==> config.mk <==
export PLATFORM = sky130hd
export DESIGN_NAME = regf_arbiter
export DESIGN_NICKNAME = d
export VERILOG_FILES = /design/src/rtl/regf_arbiter.sv
export SDC_FILE = /design/constraint.sdc
export NUM_CORES = 1
export LEC_CHECK = 0
export BUFFER_PORTS_ARGS = -buffer_cell sky130_fd_sc_hd__buf_4
export CAP_MARGIN = 30
export CELL_PAD_IN_SITES_DETAIL_PLACEMENT = 0
export CELL_PAD_IN_SITES_GLOBAL_PLACEMENT = 2
export CORE_ASPECT_RATIO = 0.7
export CORE_MARGIN = 2
export CORE_UTILIZATION = 27
export DETAILED_ROUTE_END_ITERATION = 12
export GPL_ROUTABILITY_DRIVEN = 0
export PLACE_DENSITY = 0.81
export SKIP_CTS_REPAIR_TIMING = 1
export SYNTH_ARGS = -nofsm -noshare
export SYNTH_HDL_FRONTEND = slang
export SYNTH_SLANG_ARGS = --single-unit
==> constraint.sdc <==
create_clock -name clk -period 2.1 [get_ports clk]
set_clock_uncertainty 0.1 [all_clocks]
set_input_delay 0.42 -clock clk [delete_from_list [all_inputs] [get_ports clk]]
set_output_delay 0.42 -clock clk [all_outputs]
set_load 0.05 [all_outputs]
==> src/rtl/regf_arbiter.sv <==
// regf_arbiter: two-requester round-robin arbiter and access sequencer
// for the shared register file. Requester 0 is the I2C slave controller,
// requester 1 the local/debug port. One access at a time is issued to the
// register file. Read data is captured after ACCESS_LAT cycles and handed
// back with a one-cycle done pulse. Every output is a register.
module regf_arbiter #(
    parameter int DATA_WIDTH = 8,
    parameter int ADDR_WIDTH = 4,
    parameter int ACCESS_LAT = 1
) (
    input  logic                  clk,
    input  logic                  rst_n,

    input  logic                  req0_valid,
    input  logic                  req0_rw,
    input  logic [ADDR_WIDTH-1:0] req0_addr,
    input  logic [DATA_WIDTH-1:0] req0_wdata,
    output logic                  req0_ready,
    output logic                  req0_done,
    output logic [DATA_WIDTH-1:0] req0_rdata,

    input  logic                  req1_valid,
    input  logic                  req1_rw,
    input  logic [ADDR_WIDTH-1:0] req1_addr,
    input  logic [DATA_WIDTH-1:0] req1_wdata,
    output logic                  req1_ready,
    output logic                  req1_done,
    output logic [DATA_WIDTH-1:0] req1_rdata,

    output logic                  out_regf_req,
    output logic                  out_regf_rw,
    output logic [ADDR_WIDTH-1:0] out_regf_addr,
    output logic [DATA_WIDTH-1:0] out_regf_write_data,
    input  logic [DATA_WIDTH-1:0] regf_read_data,

    output logic                  busy,
    output logic                  last_grant
);

    // ACCESS_LAT outside 1..15 is illegal; clamping keeps the wait counter
    // from wrapping if a bad value slips through.
    localparam logic [3:0] LAT_LOAD = (ACCESS_LAT < 1)  ? 4'd1  :
                                      (ACCESS_LAT > 15) ? 4'd15 :
                                      4'(ACCESS_LAT);

    typedef enum logic [1:0] {
        ST_IDLE  = 2'd0,
        ST_ISSUE = 2'd1,
        ST_WAIT  = 2'd2,
        ST_DONE  = 2'd3
    } state_t;

    state_t state_q, state_d;

    logic       ptr_q,   ptr_d;      // requester favoured on a tie
    logic       grant_q, grant_d;    // requester owning the current access
    logic [3:0] cnt_q,   cnt_d;      // remaining WAIT cycles

    logic any_req;
    logic pick;

    logic                  req0_ready_d, req1_ready_d;
    logic                  req0_done_d,  req1_done_d;
    logic [DATA_WIDTH-1:0] req0_rdata_d, req1_rdata_d;
    logic                  regf_req_d,   regf_rw_d;
    logic [ADDR_WIDTH-1:0] regf_addr_d;
    logic [DATA_WIDTH-1:0] regf_wdata_d;
    logic                  busy_d,       last_grant_d;

    // Round-robin pick: pointer breaks ties, a lone requester always wins
    always_comb begin
        any_req = req0_valid | req1_valid;
        pick    = (req0_valid & req1_valid) ? ptr_q : req1_valid;
    end

    // State register
    always_ff @(posedge clk) begin
        if (!rst_n) begin
            state_q <= ST_IDLE;
        end else begin
            state_q <= state_d;
        end
    end

    // Next-state logic: IDLE -> ISSUE -> WAIT (ACCESS_LAT cycles) -> DONE
    always_comb begin
        state_d = state_q;
        case (state_q)
            ST_IDLE:  if (any_req) state_d = ST_ISSUE;
            ST_ISSUE: state_d = ST_WAIT;
            ST_WAIT:  if (cnt_q <= 4'd1) state_d = ST_DONE;
            ST_DONE:  state_d = ST_IDLE;
            default:  state_d = ST_IDLE;
        endcase
    end

    // Output logic: computes next values of every registered output so that
    // each pulse lands in the cycle of the state it belongs to
    always_comb begin
        ptr_d        = ptr_q;
        grant_d      = grant_q;
        cnt_d        = cnt_q;
        req0_ready_d = 1'b0;
        req1_ready_d = 1'b0;
        req0_done_d  = 1'b0;
        req1_done_d  = 1'b0;
        req0_rdata_d = req0_rdata;
        req1_rdata_d = req1_rdata;
        regf_req_d   = 1'b0;
        regf_rw_d    = out_regf_rw;
        regf_addr_d  = out_regf_addr;
        regf_wdata_d = out_regf_write_data;
        last_grant_d = last_grant;
        busy_d       = (state_d != ST_IDLE);

        case (state_q)
            ST_IDLE: begin
                if (any_req) begin
                    // Fields go straight into the regf output registers and
                    // hold there until the next grant.
                    grant_d      = pick;
                    last_grant_d = pick;
                    regf_req_d   = 1'b1;
                    regf_rw_d    = pick ? req1_rw    : req0_rw;
                    regf_addr_d  = pick ? req1_addr  : req0_addr;
                    regf_wdata_d = pick ? req1_wdata : req0_wdata;
                    req0_ready_d = ~pick;
                    req1_ready_d = pick;
                end
            end
            ST_ISSUE: begin
                cnt_d = LAT_LOAD;
            end
            ST_WAIT: begin
                cnt_d = cnt_q - 4'd1;
                if (cnt_q <= 4'd1) begin
                    req0_done_d = ~grant_q;
                    req1_done_d = grant_q;
                    if (out_regf_rw) begin
                        if (grant_q) begin
                            req1_rdata_d = regf_read_data;
                        end else begin
                            req0_rdata_d = regf_read_data;
                        end
                    end
                end
            end
            ST_DONE: begin
                ptr_d = ~grant_q;
            end
            default: ;
        endcase
    end

    // Output and datapath registers
    always_ff @(posedge clk) begin
        if (!rst_n) begin
            ptr_q               <= 1'b0;
            grant_q             <= 1'b0;
            cnt_q               <= '0;
            req0_ready          <= 1'b0;
            req1_ready          <= 1'b0;
            req0_done           <= 1'b0;
            req1_done           <= 1'b0;
            req0_rdata          <= '0;
            req1_rdata          <= '0;
            out_regf_req        <= 1'b0;
            out_regf_rw         <= 1'b0;
            out_regf_addr       <= '0;
            out_regf_write_data <= '0;
            busy                <= 1'b0;
            last_grant          <= 1'b0;
        end else begin
            ptr_q               <= ptr_d;
            grant_q             <= grant_d;
            cnt_q               <= cnt_d;
            req0_ready          <= req0_ready_d;
            req1_ready          <= req1_ready_d;
            req0_done           <= req0_done_d;
            req1_done           <= req1_done_d;
            req0_rdata          <= req0_rdata_d;
            req1_rdata          <= req1_rdata_d;
            out_regf_req        <= regf_req_d;
            out_regf_rw         <= regf_rw_d;
            out_regf_addr       <= regf_addr_d;
            out_regf_write_data <= regf_wdata_d;
            busy                <= busy_d;
            last_grant          <= last_grant_d;
        end
    end

endmodule
==> results.ini, run 1 <==
[clock_network]
cts.sinks = 43
clk-insertion-delay-late_ns = 0.29
clock_path_buffers = 2
cts_made_buffers = 5
cts-root-buf = clkbuf_8
path_clk_slew_ns = 0.09
htree_num_levels = 2
cts_tree = built

[floorplanning]
chipWidth_um = 102
initial_core_util_pct = 28.4
row_count = 24
die_h_um = 72.3
dieArea_um2 = 7350
ios = 74
core_um2 = 6340

[sta]
fin_crit_sh_pct = 93.7
final.min_clock_period_ns = 1.97
slew_headroom_pct = 36.7
tightest_slew_ns = 0.947
finalHoldViolCount = 0
slew_violations = 0
fin_worst_hold_slack_ns = 0.288
rsz0062_at_grt = false
tns_ns = 0
fmax_mhz = 508
setup-violations-final = 0

[yosys]
ys_ff_latch = 43
syn_inst = 198
synth_top_area_share_pct = 47.8
syn_nets = 241
yosysWarnings = 0
synth-seq-area-share_pct = 47.8
post_synth.cell_area_avg_um2 = 9.09
synthTopCellsByArea = dfxtp_1 (48%), mux2i_1 (9.5%), o21ai_0 (7.5%)
synth.distinct_cells = 32
yosys.area.top_type = dfxtp_1
syn_area_um2 = 1800

[critical_path]
r2r_end = req0_rdata[0]
path_class = flop to flop
cp_slowest_cell = or3b_4
startpoint = state_q[0]
r2r-start = state_q[0]
reg2reg_depth = 6
slowest_delay_ns = 0.46
cp.required_ns = 2.23
cp-end-kind = flop
path_cells = inv_1 > ha_1 > or3b_4 > nor4b_2 > buf_4 > mux2i_1
worstPathMaxFanout = 8
regToRegSetupSlack_ns = 0.13
startpoint_type = flop
crit_path_end = req0_rdata[0]
crit_arrival_ns = 2.09

[grt]
grt_max_degree = 50
grt-ovfl-total = 0
track_usage_pct = 13.9
first_global_vias = 1679
grt_pass1_wl_um = 8030
antenna_found_initial = 0

[layout]
nets = 313
antenna_cells = 0
layout-drive-gt1-share_pct = 33.2
stdcell_area_um2 = 2570
synthToLayoutAreaGrowth_pct = 42.9

[hold_path]
worstHoldPathType = primary input to flop

[placed_design]
place_area_um2 = 2460
io_buffers = 73
dp_hpwl_um = 3420

[detailed_routing]
drt_first_pass_iters = 5
drt-total-wl_um = 4900
num_vias = 1664
drtAntennaViolNets = 0
wl_per_cell_um = 13.5
vias_per_cell = 4.60
first_iter_violations = 67
drcViolationCount = 0

[power_and_ir_drop]
p_leak_nw = 1.09
p_per_area_nw_per_um2 = 1190
peakVddDrop_mv = 0.459

[flow_run]
drv_cap = 0

[outcome]
status = finished clean

==> final cells by class <==
type                       count  area (um2)
clock buffer                   5        68.8
clock inverter                 3        43.8
fill                         659        3760
inverter                       7        26.3
multi-input combinational    135         861
sequential                    43         861
tap                           91         114
timing repair buffer          78         598
==> worst min path at each step <==
stage | startpoint | endpoint | slack [ns] | cells past startpoint
final | req0_addr[2] | out_regf_addr[2] | 0.29 | 3
after global routing | regf_read_data[2] | req1_rdata[2] | 0.28 | 3
after CTS | req0_addr[2] | out_regf_addr[2] | 0.28 | 3
after detailed placement | req0_rdata[1] | req0_rdata[1] | 0.35 | 2
after global placement | req0_rdata[7] | req0_rdata[7] | 0.35 | 2
after floorplan | cnt_q[0] | cnt_q[0] | 0.44 | 2
==> routing by layer <==
metal,GRT usage (%),share of wire (%)
met3,3.76,4.5
met2,20.8,43
met4,4.50,0.82
met1,19.5,52
met5,0,0
==> where the power goes <==
part,internal [mW],leakage [nW],total [mW],switching [mW]
registers,0.976,0.352,1.08,0.104
logic,0.460,0.676,1.32,0.862
clock network,0.354,0.0581,0.647,0.293
total,1.79,1.09,3.05,1.26
==> layout by cell type (no fill, tap or decap), types with 2 or more instances in the layout <==
master | synthesis | final
buf_4 | 1 | 77
dfxtp_1 | 43 | 43
nand2_1 | 28 | 28
o21ai_0 | 27 | 27
mux2i_1 | 17 | 17
a21oi_1 | 14 | 14
a31oi_1 | 13 | 13
inv_1 | 7 | 7
ha_1 | 5 | 5
clkbuf_8 | 0 | 5
o21a_1 | 4 | 4
and2_1 | 4 | 4
a21boi_0 | 3 | 3
nor3_1 | 2 | 2
nand3_1 | 2 | 2
==> synth_stat cells <==
cell type  instances
dfxtp_1           43
nand2_1           28
o21ai_0           27
mux2i_1           17
a21oi_1           14
a31oi_1           13
clkbuf_1          11
inv_1              7
ha_1               5
and2_1             4
o21a_1             4
a21boi_0           3
nand3_1            2
nor3_1             2
and4bb_2           1
buf_1              1
buf_4              1
nand2b_1           1
nor2_1             1
nor2b_1            1
nor3_4             1
nor3b_1            1
nor4b_1            1
nor4b_2            1
o211a_1            1
o21ai_1            1
o22ai_1            1
o311ai_0           1
o31ai_1            1
or2b_1             1
or3_1              1
or3b_4             1
==> stage by stage <==
stage,instances,setup slack (ns),util (%),power [mW]
after global routing,362,0.0274,40.6,3.24
after detailed placement,354,0.158,38.8,2.42
final,362,0.133,40.6,3.05
after floorplan,198,0.301,-,1.99
after CTS,362,0.136,40.6,3.08
after global placement,354,0.230,38.8,2.42
==> worst max-delay path, delay by kind of cell, from the launching register on <==
| family | cells | cell delay [ns] |
|---|---|---|
| adder cells (fa/ha/maj) | 1 | 0.27 |
| multiplexers | 1 | 0.21 |
| AND/OR/NAND/NOR | 2 | 0.68 |
| buffers and inverters | 2 | 0.32 |
| flip-flops | 1 | 0.33 |
==> flip-flops by register name (all words and copies together), names as in the netlist <==
register / cells
busy: 1
cnt_q: 4
grant_q: 1
out_regf_addr: 4
out_regf_req: 1
out_regf_rw: 1
out_regf_write_data: 8
ptr_q: 1
req0_done: 1
req0_rdata: 8
req0_ready: 1
req1_done: 1
req1_rdata: 8
req1_ready: 1
state_q: 2
==> logic make-up (layout without fill, tap and decap cells) <==
| logic type | Yosys count | in the layout | synth area share (%) |
|---|---|---|---|
| AOI/OAI and AO/OA | 66 | 66 | 20.9 |
| and+or+nand+nor | 47 | 47 | 14.0 |
| DFF | 43 | 43 | 47.8 |
| buffers and inverters | 20 | 93 | 4.38 |
| muxes | 17 | 17 | 9.45 |
| adders and majority gates | 5 | 5 | 3.47 |
(Power assumes the default switching activity.)
==> inputs of run 2 (changes only) <==
--- a/config.mk
+++ b/config.mk
@@ -15,6 +15,7 @@
 export DETAILED_ROUTE_END_ITERATION = 12
 export GPL_ROUTABILITY_DRIVEN = 0
 export PLACE_DENSITY = 0.81
+export RECOVER_POWER = 50
 export SKIP_CTS_REPAIR_TIMING = 1
 export SYNTH_ARGS = -nofsm -noshare
 export SYNTH_HDL_FRONTEND = slang
==> run 2 against run 1 <==
  * Highest routed layer unchanged
  * Combinational power decreased by 8%
  * Non-clock buffer count unchanged
  * Final cell count unchanged
  * Largest power group unchanged
  * Global-route usage unchanged
  * Critical path depth unchanged
  * Utilization decreased by 2.1 points
==> results.ini, run 2 (synthesis gave the netlist of run 1 again) <==
[outcome]
status = finished clean  ; unchanged

[critical_path]
worstPathMaxFanout = 8  ; unchanged
cp.required_ns = 2.22  ; was 2.23 ns
crit_arrival_ns = 2.09  ; about the same
cp_slowest_cell = or3b_4  ; unchanged
critical-path-top-delay-family = simple AND/OR/NAND/NOR gates  ; unchanged
regToRegSetupSlack_ns = 0.13  ; about the same
cp-end-kind = flop  ; unchanged
path_cells = inv_1 > ha_1 > or3b_4 > nor4b_2 > buf_4 > mux2i_1  ; unchanged
crit_buf_inv = 2  ; unchanged
path_class = flop to flop  ; unchanged
slowest_delay_ns = 0.46  ; about the same
startpoint_type = flop  ; unchanged

[floorplanning]
chipWidth_um = 102  ; unchanged
core_um2 = 6340  ; unchanged
ios = 74  ; unchanged
row_count = 24  ; unchanged
initial_core_util_pct = 28.4  ; unchanged
dieArea_um2 = 7350  ; unchanged
die_h_um = 72.3  ; unchanged

[detailed_routing]
met3WireLength_um = 261  ; was 220 um
drt_first_pass_iters = 4  ; was 5
met1Wirelength_um = 2510  ; was 2540 um
drcViolationCount = 0  ; unchanged
first_iter_violations = 62  ; was 67
num_vias = 1644  ; was 1,664
wl_per_cell_um = 13.5  ; about the same
topRoutingLayerUsed = met4  ; unchanged
wl_met2_um = 2070  ; was 2100 um
vias_per_cell = 4.54  ; was 4.60
drtAntennaViolNets = 0  ; unchanged
drt-total-wl_um = 4890  ; was 4900 um

[grt]
first_global_vias = 1679  ; unchanged
track_usage_pct = 13.9  ; unchanged
grt-ovfl-total = 0  ; unchanged
grt_pass1_wl_um = 8030  ; unchanged
antenna_found_initial = 0  ; unchanged
grt_max_degree = 50  ; unchanged

[sta]
fin_ws_ns = 0.128  ; was 0.133 ns
rsz0062_at_grt = false  ; unchanged
tns_ns = 0  ; unchanged
setup-violations-final = 0  ; unchanged
tightest_slew_ns = 0.897  ; was 0.947 ns
finalHoldViolCount = 0  ; unchanged
slew_headroom_pct = 40.0  ; was 36.7%
slew_violations = 0  ; unchanged
fin_crit_sh_pct = 93.9  ; was 93.7%
final.min_clock_period_ns = 1.97  ; about the same
fmax_mhz = 507  ; was 508 MHz

[clock_network]
path_clk_slew_ns = 0.09  ; about the same
cts-root-buf = clkbuf_8  ; unchanged
cts.sinks = 43  ; unchanged
clk-insertion-delay-late_ns = 0.29  ; about the same
cts_made_buffers = 5  ; unchanged
htree_num_levels = 2  ; unchanged
clock_path_buffers = 2  ; unchanged
cts_tree = built  ; unchanged

[power_and_ir_drop]
p_leak_nw = 0.941  ; was 1.09 nW
peakVddDrop_mv = 0.441  ; was 0.459 mV
pwr-share-comb_pct = 41.5  ; was 43.3%
p_int_mw = 1.69  ; was 1.79 mW
swShare_pct = 42.5  ; was 41.3%
p_per_area_nw_per_um2 = 1200  ; was 1190 nW/um2
p_clk_share_pct = 21.9  ; was 21.2%
seqPwrFrac_pct = 36.6  ; was 35.4%
p_sw_mw = 1.25  ; was 1.26 mW

[layout]
reg.largest.list = out_regf_write_data x8, req0_rdata x8, req1_rdata x8  ; unchanged
final_common_cell = dfxtp_1  ; was buf_4
synthToLayoutAreaGrowth_pct = 35.6  ; was 42.9%
antenna_cells = 0  ; unchanged
layout-drive-gt1-share_pct = 20.3  ; was 33.2%
final_cell_mix = dfxtp_1 (43), buf_4 (42), clkbuf_1 (35)  ; was buf_4 (77), dfxtp_1 (43), nand2_1 (28)
nets = 313  ; unchanged

[flow_run]
drv_cap = 0  ; unchanged

[placed_design]
dp_hpwl_um = 3420  ; unchanged
io_buffers = 73  ; unchanged
pre_cts_ws_ns = 0.158  ; unchanged

[hold_path]
worstHoldPathType = primary input to flop  ; unchanged

==> run 2: path summary, 6_finish.rpt <==
| path | from | end | depth (start not counted) |
|---|---|---|---|
| setup / recovery | state_q[0] | req0_rdata[0] | 6 |
| hold / removal | req0_addr[2] | out_regf_addr[2] | 3 |
| setup reg to reg | state_q[0] | req0_rdata[0] | 6 |
| hold reg to reg | req0_rdata[1] | req0_rdata[1] | 2 |
==> run 2: area by class of cell <==
cell class | instances | area [um2]
Clock buffer | 5 | 68.8
Fill cell | 685 | 3890
Sequential cell | 43 | 861
Timing Repair Buffer | 78 | 467
Multi-Input combinational cell | 135 | 861
Clock inverter | 3 | 43.8
Inverter | 7 | 26.3
Tap cell | 91 | 114
==> run 2: worst min-delay path, delay by kind of cell <==
family,cells,cell delay (ns)
compound gates,2,0.12
buf+inv,1,0.10
==> run 2: power by group through the flow <==
| stage | combinational [mW] | clock (mW) | sequential (mW) |
|---|---|---|---|
| 5_1_grt | 1.33 | 0.709 | 1.10 |
| 3_3_place_gp | 1.33 | 0 | 1.10 |
| 2_1_floorplan | 0.497 | 0 | 1.49 |
| 3_5_place_dp | 1.33 | 0 | 1.10 |
| 4_1_cts | 1.33 | 0.672 | 1.08 |
| 6_report | 1.22 | 0.643 | 1.08 |
==> run 2: metal layers <==
layer	GRT usage [%]	vias up
li1	-	837
met1	19.5	764
met2	20.8	41
met3	3.76	2
met4	4.50	0
met5	0	-
==> run 2: through the flow <==
step / total power, mW / instance area (um2) / std cells / hold WS, ns / utilization, %
after detailed placement: 2.42 / 2460 / 354 / 0.350 / 38.8
after global routing: 3.14 / 2440 / 362 / 0.283 / 38.5
final: 2.94 / 2440 / 362 / 0.289 / 38.5
after global placement: 2.42 / 2460 / 354 / 0.346 / 38.8
after floorplan: 1.99 / 1800 / 198 / 0.441 / -
after CTS: 3.08 / 2570 / 362 / 0.278 / 40.6
